==> config.mk <==
export PLATFORM = sky130hd
export DESIGN_NAME = menu_nav
export DESIGN_NICKNAME = d
export VERILOG_FILES = /design/src/rtl/menu_nav.sv
export SDC_FILE = /design/constraint.sdc
export NUM_CORES = 1
export LEC_CHECK = 0
export BUFFER_PORTS_ARGS = -buffer_cell sky130_fd_sc_hd__buf_4
export CORE_ASPECT_RATIO = 0.9
export CORE_UTILIZATION = 60
export DETAILED_ROUTE_END_ITERATION = 7
export PLACE_DENSITY = 0.78
export SYNTH_ARGS = -nofsm -noshare
export SYNTH_HDL_FRONTEND = slang
export SYNTH_SLANG_ARGS = --single-unit
==> constraint.sdc <==
create_clock -name CLK -period 5.2 [get_ports CLK]
set_clock_uncertainty 0.15 [all_clocks]
set_input_delay 0.52 -clock CLK [delete_from_list [all_inputs] [get_ports CLK]]
set_output_delay 0.52 -clock CLK [all_outputs]
set_load 0.01 [all_outputs]
==> src/rtl/menu_nav.sv <==
// Menu navigation controller: turns debounced L/R/C button levels into a cursor with
// wrap/saturate, auto-repeat, and IDLE/BROWSE/ACTIVE mode tracking with launch/exit pulses.
module menu_nav #(
  parameter int unsigned NUM_ITEMS     = 4,
  parameter int unsigned SEL_W         = 4,
  parameter bit          WRAP          = 1'b1,
  parameter int unsigned REPEAT_DELAY  = 50_000_000,
  parameter int unsigned REPEAT_PERIOD = 10_000_000
) (
  input  logic             CLK,
  input  logic             RST,
  input  logic             btnL,
  input  logic             btnR,
  input  logic             btnC,
  output logic [1:0]       mode,
  output logic [SEL_W-1:0] cursor,
  output logic [SEL_W-1:0] active_item,
  output logic             launch,
  output logic             exit_pulse
);

  localparam int unsigned CntMax = (REPEAT_DELAY > REPEAT_PERIOD) ? REPEAT_DELAY : REPEAT_PERIOD;
  localparam int unsigned CntW   = (CntMax > 1) ? $clog2(CntMax) : 1;
  localparam logic [CntW-1:0]  DelayLast  = CntW'(REPEAT_DELAY - 1);
  localparam logic [CntW-1:0]  PeriodLast = CntW'(REPEAT_PERIOD - 1);
  localparam logic [SEL_W-1:0] LastItem   = SEL_W'(NUM_ITEMS - 1);

  typedef enum logic [1:0] {
    ModeIdle   = 2'd0,
    ModeBrowse = 2'd1,
    ModeActive = 2'd2
  } mode_e;

  mode_e            mode_q, mode_d;
  logic [SEL_W-1:0] cursor_q, cursor_d;
  logic [SEL_W-1:0] active_q, active_d;
  logic             launch_q, launch_d;
  logic             exit_q, exit_d;
  logic [CntW-1:0]  cnt_q, cnt_d;
  logic             rep_q, rep_d;
  // Button bit order throughout: {L, R, C}.
  logic [2:0]       prev_q;
  logic [2:0]       block_q;

  logic [2:0]       btn, rise;
  logic             rise_l, rise_r, rise_c, both_rise;
  logic             hold_ok, rep_fire;
  logic [SEL_W-1:0] step_dn, step_up;

  assign btn    = {btnL, btnR, btnC};
  // block_q masks buttons that were already held while reset was asserted.
  assign rise   = btn & ~prev_q & ~block_q;
  assign rise_l = rise[2];
  assign rise_r = rise[1];
  assign rise_c = rise[0];
  assign both_rise = btnL & btnR & ~(prev_q[2] & prev_q[1]);

  assign step_dn = (cursor_q == '0)       ? (WRAP ? LastItem : '0)       : cursor_q - SEL_W'(1);
  assign step_up = (cursor_q == LastItem) ? (WRAP ? '0       : LastItem) : cursor_q + SEL_W'(1);

  assign hold_ok  = (mode_q == ModeBrowse) & (btnL ^ btnR) & ~btnC;
  assign rep_fire = hold_ok & (cnt_q == (rep_q ? PeriodLast : DelayLast));

  always_comb begin
    mode_d   = mode_q;
    cursor_d = cursor_q;
    active_d = active_q;
    launch_d = 1'b0;
    exit_d   = 1'b0;
    cnt_d    = '0;
    rep_d    = 1'b0;

    if (hold_ok) begin
      if (rep_fire) begin
        cnt_d = '0;
        rep_d = 1'b1;
      end else begin
        cnt_d = cnt_q + CntW'(1);
        rep_d = rep_q;
      end
    end

    unique case (mode_q)
      ModeIdle: begin
        if (rise_c) mode_d = ModeBrowse;
      end
      ModeBrowse: begin
        if (rise_c) begin
          mode_d   = ModeActive;
          active_d = cursor_q;
          launch_d = 1'b1;
        end else if (rise_l ^ rise_r) begin
          cursor_d = rise_l ? step_dn : step_up;
        end else if (rep_fire) begin
          cursor_d = btnL ? step_dn : step_up;
        end
      end
      ModeActive: begin
        // launch_q marks the first ACTIVE cycle, during which buttons are ignored.
        if (!launch_q && both_rise) begin
          mode_d = ModeBrowse;
          exit_d = 1'b1;
        end
      end
      default: mode_d = ModeIdle;
    endcase
  end

  always_ff @(posedge CLK) begin
    if (RST) begin
      mode_q   <= ModeIdle;
      cursor_q <= '0;
      active_q <= '0;
      launch_q <= 1'b0;
      exit_q   <= 1'b0;
      cnt_q    <= '0;
      rep_q    <= 1'b0;
      prev_q   <= '0;
      block_q  <= btn;
    end else begin
      mode_q   <= mode_d;
      cursor_q <= cursor_d;
      active_q <= active_d;
      launch_q <= launch_d;
      exit_q   <= exit_d;
      cnt_q    <= cnt_d;
      rep_q    <= rep_d;
      prev_q   <= btn;
      block_q  <= '0;
    end
  end

  assign mode        = mode_q;
  assign cursor      = cursor_q;
  assign active_item = active_q;
  assign launch      = launch_q;
  assign exit_pulse  = exit_q;

endmodule

==> metrics.md, run 1 <==
| Metric | Value |
|---|---|
| Outcome | finished, final reports clean |
| IO Count | 17 |
| Setup bufs post-CTS | 0 |
| Initial Util | between 60% and 70% |
| Drt total wl | just over 4 mm |
| Die X | 65.33 um |
| Post-Syn Instances | between 200 and 250 |
| TritonCTS clock tree | done |
| Cts repair resizes | 0 |
| Area growth from synthesis to layout | 11.55% |
| Post-synth top area cell | dfxtp_1 |
| Max-cap violations | 0 |
| GR Util All Layers | ~24% |
| Yosys reg bits | between 40 and 50 |
| CP arrival | 2.57 ns |
| Longest Clk Path Bufs | 2 |
| Crit path capture type | register |
| DRC Markers | 0 |
| Synthesis Warnings | 0 |
| Power per Cell Area | 282.3 nW/um^2 |
| RSZ-0062 raised after global routing | no |
| Worst hold path stage count | 2 |
| Final core occ | a little under three quarters |
| Grt ovf | 0 |
| Hold WS | about 0.29 ns |
| Worst-margin pin slew | about 0.93 ns |
| Worst-path clk slew | about 0.080 ns |
| Peak supply drop | between 0.2 and 0.25 mV |
| Initial antenna violation count | 0 |
| Final hold violation count | 0 |
| Vias post-DR | between 1500 and 2000 |
| Finished Layout Cells | around 310 |
| Final Cell Area | approximately 2400 um^2 |
| Top cells by area, synth | dfxtp_1 (42%), nor2_1 (8.0%), xor2_1 (7.3%) |
| FMAX | 390.7 MHz |
| Cell with the most instances after synthesis | nor2_1 |
| Pins over their slew limit | 0 |
| Clock root cell | clkbuf_8 |
| Core ar. | around 3400 um^2 |
| Ratio of final minimum period to clock period | about half |
| First-pass GRT wire length | 7.072 mm |
| Synth Area per Inst | between 8 and 9 um^2 |
| Vias in the first global route | about 1600 |
| Initial DRC count | 79 |
| Setup crit start kind | register |
| WS Path Type | register to register |
| Clk_lat worst skew | between 0.3 and 0.4 ns |
| Largest net degree at the start of global routing | 26 |
| Dpl cell area | ~2300 um^2 |
| Multi-input logic area | approximately 1200 um^2 |
| Die Area | just under 4000 um^2 |
| RD Place Congestion | between 0.8 and 0.9 |
| Min Tclk post-route | 2.560 ns |
| Sink Count | 45 |
| Clock buffer count from CTS | 5 |
| Critical Path Fanout Max | 25 |
| Cell Rows | 20 |
| Post-route ant nets | 0 |
| Detailed Routing Iterations Pass 1 | 4 |
| Synth async-reset ratio | 0% |
| Top post-synthesis cells by count | nor2_1 (46), dfxtp_1 (45), xor2_1 (18) |
| PortBufs | 16 |
| # H-tree levels | 2 |
| DR WL/cell | between 10 and 15 um |
| Post-synth EDFFs | 0 |
| Setup_tns | 0 ns |
| Seq/Total Area, Yosys | a little over 40% |
| Syn_nets | ~250 |
| Worst reg2reg path depth | 6 |
| Synth Cell Area | around 2200 um^2 |
| ANT cells | 0 |
| Top_reg_cell synth | dfxtp_1 |
| DR vias/cell | ~5.5 |
| Worst min path class | primary input to register |
| Hold_buf cts | 0 |
| Final setup viols | 0 |
| # fillers | between 200 and 300 |
| Die Span Y | slightly below 60 um |
| Slew margin rel. | ~37% |
| FF+latch area | 900.9 um^2 |
| Layout cells sized above 1 | about 13% |
| Nets | 270 |
| Post-synth cell types | 47 |
| Req. time, crit path | roughly 5.2 ns |
| Hpwl dp | between 2 and 3 mm |
| Static leakage | between 0.8 and 0.9 nW |
| Inst Count DP | 297 |
| Top-area cell type share of the netlist area | roughly two fifths |
## power breakdown
part	leakage [nW]	internal (mW)	switching [mW]
Sequential	0.365	0.350	0.00685
Clock	0.0574	0.156	0.120
Combinational	0.447	0.0227	0.0263
## final timing paths
check        startpoint          to  slack [ns]
max reg2reg    cnt_q[0]   cnt_q[19]        2.64
min reg2reg    cnt_q[0]    cnt_q[0]        0.31
max            cnt_q[0]   cnt_q[19]        2.64
min                btnC  block_q[0]        0.29
## placed cells by master, fill, tap and decap left out, types with 2 or more instances in the layout
master	synthesis	layout
mux2i_1	4	4
a31oi_1	2	2
nor4bb_1	2	2
nor2_1	46	46
a21oi_1	7	7
and4_1	4	4
a211oi_1	2	2
nor4_1	2	2
nand2_1	13	13
nand4_1	10	10
xor2_1	18	18
and2_1	4	4
o21ai_0	3	3
nand2b_1	2	2
buf_4	1	16
xnor2_1	9	9
nand3_1	12	12
inv_1	9	9
a311oi_1	2	2
ha_1	5	5
clkbuf_8	0	6
and3_1	5	5
nor2b_1	5	5
nor3b_1	5	5
dfxtp_1	45	45
## registers in the layout, indices dropped and copies added (netlist names), 2 cells and up
name	count
prev_q	3
active_item	4
cursor	4
block_q	3
mode	2
cnt_q	26
## kinds of logic after synthesis
logic type                 count (synthesis)  share of synthesized area [%]
AOI/OAI and AO/OA                         25                          8.550
xor gates and xnor gates                  27                          10.92
adders and majority gates                  5                          2.889
buffers and inverters                     16                          3.639
DFF                                       45                          41.59
muxes                                      4                          1.849
and+or+nand+nor                          122                          30.56
## area by class of cell
cell class                 count  share of cell area (%)
inverter                       9                   1.398
clock buffer                   6                   3.418
clock inverter                 2                   1.554
timing repair buffer          16                   4.972
sequential                    45                   37.29
multi-input combinational    183                   49.09
tap                           44                   2.279
## per-layer routing
layer  global-route usage (%)  vias up  routed length, um
li1                         -      872                  -
met1                    33.85      786               2143
met2                    35.20       21               1769
met3                    6.923        5                163
met4                    9.006        0                 57
met5                        0        -                  0
## worst max-delay path, cell delays in order, from the launching register on
cell       delay, ns
dfxtp_1         0.37
ha_1            0.21
nand2_1         0.09
or3_4           0.40
a2111oi_2       0.33
or2_1           0.74
nor2_1          0.12
## stage by stage
step	power, mW	setup WS, ns
after CTS	0.6882	2.635
after floorplan	0.3992	3.071
final	0.6820	2.640
after global placement	0.4129	2.445
after detailed placement	0.4141	2.361
after global routing	0.7066	2.447
No activity file was read; power rests on OpenSTA's default activity.
==> inputs of run 2 (changes only) <==
- ABC_AREA: not set -> 1
- CORE_UTILIZATION: 60 -> 54
- PLACE_DENSITY: 0.78 -> 0.74
- clock period: 5.2 -> 2.3 ns (I/O delays scaled with it)
==> metrics.md, run 2 <==
| Metric | Value |
|---|---|
| Inst Count DP | 409 (+38%) |
| Met3 WL | 353 um (+120%) |
| Req. time, crit path | 2.34 ns (-2.87 ns) |
| Clock root cell | clkbuf_8 |
| Top post-synthesis cells by count | nand2_1 (82), nor2_1 (57), inv_1 (51) |
| Net switching power of the design | 0.3506 mW (+130%) |
| Critical Path Fanout Max | 26 (+4.0%) |
| Die X | 71.26 um (+9.1%) |
| Area growth from synthesis to layout | 14.01% |
| Post-synth top area cell | dfxtp_1 |
| Slew margin rel. | 64.80% (+28 points) |
| Clk pwr share | 40.2% (-0.2 points) |
| TritonCTS clock tree | done |
| Min Tclk post-route | about 2.1 ns |
| Initial Util | 56.83% (-6.8 points) |
| DR vias/cell | 5.255 (-4.8%) |
| Max-cap violations | 0 (unchanged) |
| Worst hold path stage count | 2 (unchanged) |
| Drt total wl | 4.931 mm (+19%) |
| Combinational share of power | 7.8% (+0.6 points) |
| Top cells by area, synth | dfxtp_1 (39%), nand2_1 (13%), nor2_1 (9.2%) |
| Peak supply drop | 0.4878 mV (+99%) |
| Ratio of final minimum period to clock period | about nine tenths |
| # H-tree levels | 2 (unchanged) |
| Top_reg_cell synth | dfxtp_1 |
| Vias post-DR | 2207 (+31%) |
| Cell Rows | 22 (+10%) |
| Most frequent cells in the layout | nand2_1 (82), nor2_1 (56), inv_1 (51) |
| Worst-path clk slew | 0.08 ns (about the same) |
| Cell with the most instances after synthesis | nand2_1 |
| RD Place Congestion | 0.9540 (+17%) |
| Largest net degree at the start of global routing | 27 (+3.8%) |
| Yosys reg bits | 45 (unchanged) |
| GR Util All Layers | 22.80% (-1.4 points) |
| First-pass GRT wire length | 8.162 mm (+15%) |
| Net Sw Frac | 22.64% (+0.24 points) |
| Crit path from | btnL |
| Detailed Routing Iterations Pass 1 | 7 (+3) |
| Worst r2r src | cnt_q[0] |
| Syn_nets | 357 (+41%) |
| Synth Area per Inst | 6.718 um^2 (-24%) |
| DRC Markers | 1 (+1) |
| Top-area cell type share of the netlist area | 38.65% (-2.9 points) |
| Die Span Y | 64.33 um (+9.0%) |
| Setup crit start kind | primary input |
| Pins over their slew limit | 0 (unchanged) |
| Post-synth cell types | 29 (-38%) |
| Hold Crit Start | RST |
| Routed length on met2 | 1.954 mm (+10%) |
| Worst-margin pin slew | 0.5261 ns (-0.4078 ns) |
| Worst min path class | primary input to register |
| Initial antenna violation count | 0 (unchanged) |
| Post-Syn Instances | 347 (+42%) |
| WS Path Type | primary input to register |
| Setup bufs post-CTS | 0 (unchanged) |
| Outcome | finished with violations |
| Synth Cell Area | 2331 um^2 (+7.6%) |
| Largest register by flop count | cnt_q |
| Setup_tns | 0 ns (unchanged) |
| IO Count | 17 (unchanged) |
| Core ar. | 4101 um^2 (+21%) |
| Commonest non-fill, non-tap cell in the layout | nand2_1 |
| ANT cells | 0 (unchanged) |
| Grt ovf | 0 (unchanged) |
| PortBufs | 16 (unchanged) |
| Nets | 381 (+41%) |
| Post-synth EDFFs | 0 (unchanged) |
| Final setup viols | 0 (unchanged) |
| Final hold violation count | 0 (unchanged) |
| FMAX | just under 500 MHz |
| Power per Cell Area | 582.8 nW/um^2 (+110%) |
| Hpwl dp | 3.628 mm (+26%) |
| Vias in the first global route | 1823 (+17%) |
| Initial DRC count | 237 (+200%) |
| Seq/Total Area, Yosys | 38.65% (-2.9 points) |
| Clk_lat worst skew | 0.30 ns (about the same) |
| Synthesis Warnings | 0 (unchanged) |
| Worst reg2reg path depth | 8 (+2) |
| Layout cells sized above 1 | 9.409% (-3.2 points) |
| Synth async-reset ratio | 0% (unchanged) |
| Number of flip-flops in the largest register | 26 (unchanged) |
| Die Area | 4584 um^2 (+19%) |
| DRT met1 WL | 2.555 mm (+19%) |
| Crit path capture type | register |
| Sink Count | 45 (unchanged) |
| CP arrival | 2.11 ns (-0.46 ns) |
| Cell-internal power | 1.198 mW (+130%) |
| Finished Layout Cells | 420 (+38%) |
| Top sig layer | met4 |
| Post-route ant nets | 0 (unchanged) |
| DR WL/cell | 11.74 um (-13%) |
| Clock buffer count from CTS | 5 (unchanged) |
| Sequential Power Share | 52.0% (-0.4 points) |
| Longest Clk Path Bufs | 2 (unchanged) |
| RSZ-0062 raised after global routing | no |
| # fillers | 375 (+33%) |
| Static leakage | 1.048 nW (+21%) |
| Failing checks | design-rule violations |
## run 2: cell types whose count changed after synthesis, moves of 9 or more
cell,previous run,this run
a21oi_1,7,23
inv_1,9,51
nand2_1,13,82
nand3_1,12,21
nor2_1,46,57
nor3_1,1,16
xor2_1,18,7
## run 2: per-layer routing
metal  track usage (%)  up-vias
li1                  -     1144
met1             35.19      970
met2             31.55       85
met3             3.785        8
met4             7.500        0
met5                 0        -
## run 2: final timing paths
path	end	slack, ns
worst min register to register	cnt_q[0]	0.31
worst max-delay path	cnt_q[6]	0.24
worst max register to register	cnt_q[16]	0.42
worst min-delay path	prev_q[1]	0.02
## run 2: worst max-delay path: stages
cell	delay [ns]
dlygate4sd3_1	0.54
buf_4	0.16
ha_1	0.27
nand2_1	0.06
nor2_2	0.17
nand2_1	0.07
nor2_1	0.12
nand3_2	0.13
nand3_2	0.11
buf_12	0.18
nor3b_1	0.07
## run 2: area by class of cell
type	count	area (um^2)	share of cell area, %
multi-input combinational	247	1215	45.72
sequential	45	900.9	33.90
inverter	52	195.2	7.345
timing repair buffer	20	170.2	6.403
clock buffer	7	86.33	3.249
tap	48	60.06	2.260
clock inverter	1	30.03	1.130
## run 2: cell families (layout without fill, tap and decap cells)
group	count (synthesis)	count (layout)	share of synthesized area, %
flip-flops	45	45	38.65
AND/OR/NAND/NOR	198	198	38.11
adder cells (fa/ha/maj)	5	5	2.684
XOR/XNOR	10	10	3.758
buffers and inverters	55	80	9.339
AO/OA/AOI/OAI	34	34	7.461
## run 2: metrics by stage
step | cell area [um^2] | hold WS (ns) | util [%] | power (mW) | setup slack (ns)
2_1_floorplan | 2331 | 0.1735 | - | 0.9007 | 0.6022
3_3_place_gp | 2509 | 0.2702 | 61.17 | 0.9379 | 0.4095
3_5_place_dp | 2509 | 0.2734 | 61.17 | 0.9397 | 0.4170
4_1_cts | 2655 | 0.02259 | 64.73 | 1.560 | 0.1785
5_1_grt | 2658 | 0.03054 | 64.80 | 1.610 | 0.07313
6_report | 2658 | 0.02368 | 64.80 | 1.549 | 0.2370
## run 2: power groups by stage
stage | logic [mW] | clock network [mW] | registers, mW
after floorplan | 0.0735 | 0 | 0.827
after global placement | 0.114 | 0 | 0.824
after detailed placement | 0.115 | 0 | 0.825
after CTS | 0.119 | 0.634 | 0.806
after global routing | 0.138 | 0.663 | 0.809
final | 0.120 | 0.623 | 0.806
## run 2: timing repair
action / in CTS / in global routing
setup endpoints to repair: 0 / 1
hold buffers: 3 / 0
hold endpoints to repair: 3 / 0
gates resized for setup: 0 / 1
==> inputs of run 3 (changes only) <==
- CORE_ASPECT_RATIO: 0.9 -> not set
==> metrics.md, run 3 (synthesis results as in run 2) <==
| Metric | Value |
|---|---|
| Post-route ant nets | 0 (unchanged) |
| Final hold violation count | 0 (unchanged) |
| Vias in the first global route | 1908 (+4.7%) |
| RSZ-0062 raised after global routing | no |
| Number of flip-flops in the largest register | 26 (unchanged) |
| Req. time, crit path | 2.34 ns (about the same) |
| Commonest non-fill, non-tap cell in the layout | nand2_1 |
| Initial DRC count | 134 (-43%) |
| Nets | 382 (+0.26%) |
| Layout cells sized above 1 | 9.383% (-0.025 points) |
| Hpwl dp | 3.713 mm (+2.3%) |
| Largest net degree at the start of global routing | 27 (unchanged) |
| Initial antenna violation count | 0 (unchanged) |
| Area growth from synthesis to layout | 14.44% |
| RD Place Congestion | 0.9107 (-4.5%) |
| Worst-path clk slew | 0.08 ns (about the same) |
| Cts repair resizes | 0 (unchanged) |
| FMAX | 468.1 MHz (-3.4%) |
| Hold Crit Start | cnt_q[0] |
| Clock root cell | clkbuf_8 |
| Setup_tns | 0 ns (unchanged) |
| Power per Cell Area | 581.8 nW/um^2 (-0.18%) |
| TritonCTS clock tree | done |
| Core ar. | 4086 um^2 (-0.37%) |
| IO Count | 17 (unchanged) |
| Die Area | 4583 um^2 (about the same) |
| PortBufs | 16 (unchanged) |
| Grt ovf | 0 (unchanged) |
| Die Span Y | 67.70 um (+5.2%) |
| Setup crit start kind | primary input |
| Peak supply drop | 0.3809 mV (-22%) |
| Worst-margin pin slew | 0.5124 ns (-0.01366 ns) |
| Detailed Routing Iterations Pass 1 | 4 (-3) |
| Cell Rows | 23 (+4.5%) |
| Vias post-DR | 2165 (-1.9%) |
| Longest Clk Path Bufs | 2 (unchanged) |
| Multi-input logic area | 1212 um^2 (-0.21%) |
| Final setup viols | 0 (unchanged) |
| FF+latch area | 900.9 um^2 (unchanged) |
| Ratio of final minimum period to clock period | 92.88% (+3.2 points) |
| Critical Path Fanout Max | 26 (unchanged) |
| Static leakage | 1.053 nW (+0.48%) |
| Max incr delay on CP | 0.54 ns (about the same) |
| Outcome | finished, final reports clean |
| Critical path's slowest cell | dlygate4sd3_1 |
| WS Path Type | primary input to register |
| DR WL/cell | 11.68 um (-0.53%) |
| Sink Count | 45 (unchanged) |
| Initial Util | 57.04% (+0.21 points) |
| Worst min path class | register to register |
| CP arrival | 2.18 ns (+0.07 ns) |
| # fillers | 370 (-1.3%) |
| Drt total wl | 4.940 mm (+0.18%) |
| Die X | 67.70 um (-5.0%) |
| GR Util All Layers | 24.12% (+1.3 points) |
| Pins over their slew limit | 0 (unchanged) |
| Crit path capture type | register |
| DR vias/cell | 5.118 (-2.6%) |
| Dpl cell area | 2511 um^2 (about the same) |
| Largest register by flop count | cnt_q |
| First-pass GRT wire length | 8.135 mm (-0.33%) |
| Crit path from | btnL |
| Clk_lat worst skew | 0.30 ns (about the same) |
| Clock buffer count from CTS | 5 (unchanged) |
| Worst r2r src | cnt_q[0] |
| Final Cell Area | 2668 um^2 (+0.38%) |
| ANT cells | 0 (unchanged) |
| Slew margin rel. | 65.71% (+0.91 points) |
| # H-tree levels | 2 (unchanged) |
| Max-cap violations | 0 (unchanged) |
| Min Tclk post-route | 2.136 ns (+0.07329 ns) |
| DRC Markers | 0 (-1) |
| Most frequent cells in the layout | nand2_1 (82), nor2_1 (57), inv_1 (51) |
| CP Cell Sequence | dlygate4sd3_1 > buf_4 > ha_1 > nand2_1 > nor2_1 > nand2_1 > nor2_1 > nand3_2 > nand3_2 > buf_12 > nor3b_1 |
| CP bufs+invs | 3 (unchanged) |
| Cell family with most CP delay | buffers and inverters |
| Setup bufs post-CTS | 0 (unchanged) |
| Hold_buf cts | 3 (unchanged) |
-- run 3: cell count changes in the layout (fill, tap and decap cells not counted) --
cell	before	now
inv_6	0	2
clkbuf_1	1	0
clkbuf_8	6	5
dlygate4sd3_1	3	4
nor2_1	56	57
nor2_2	2	1
-- run 3: stage by stage --
stage	instances	setup slack, ns	power, mW	hold slack (ns)	util [%]
floorplan	347	0.6022	0.9007	0.1735	-
global placement	411	0.4426	0.9368	0.2701	61.45
detailed placement	411	0.4023	0.9393	0.2750	61.45
CTS	422	0.1605	1.561	0.01214	65.03
global route	423	0.04907	1.622	0.3402	65.28
finish	423	0.1637	1.552	0.3250	65.28
-- run 3: metal layers --
metal / GRT usage, % / vias up / wire, um
met3: 5.236 / 7 / 187
met1: 28.53 / 962 / 2275
met4: 7.713 / 0 / 55
met2: 42.70 / 46 / 2422
met5: 0 / - / 0
li1: - / 1150 / -
-- run 3: final timing paths --
check               to  slack (ns)  cells after the start
min           cnt_q[0]        0.33                      1
min reg2reg   cnt_q[0]        0.33                      1
max           cnt_q[2]        0.16                     11
max reg2reg  cnt_q[16]        0.42                      8
-- run 3: layout make-up --
| class | instances | area share, % |
|---|---|---|
| clock buffer | 5 | 2.580 |
| clock inverter | 3 | 1.782 |
| inverter | 52 | 7.317 |
| multi-input combinational | 247 | 45.45 |
| sequential | 45 | 33.77 |
| tap | 50 | 2.345 |
| timing repair buffer | 21 | 6.754 |
-- run 3: worst register-to-register path, delay by kind of cell, from the launching register on --
| family | cells | cell delay, ns |
|---|---|---|
| fa+ha+maj | 1 | 0.24 |
| compound gates | 2 | 0.20 |
| flops | 1 | 0.39 |
| simple gates | 4 | 0.74 |
| buf+inv | 1 | 0.08 |
-- run 3: where the power goes --
| group | internal (mW) | leakage [nW] | switching, mW |
|---|---|---|---|
| Clock | 0.332 | 0.0591 | 0.294 |
| Sequential | 0.794 | 0.365 | 0.0126 |
| Combinational | 0.0507 | 0.629 | 0.0683 |
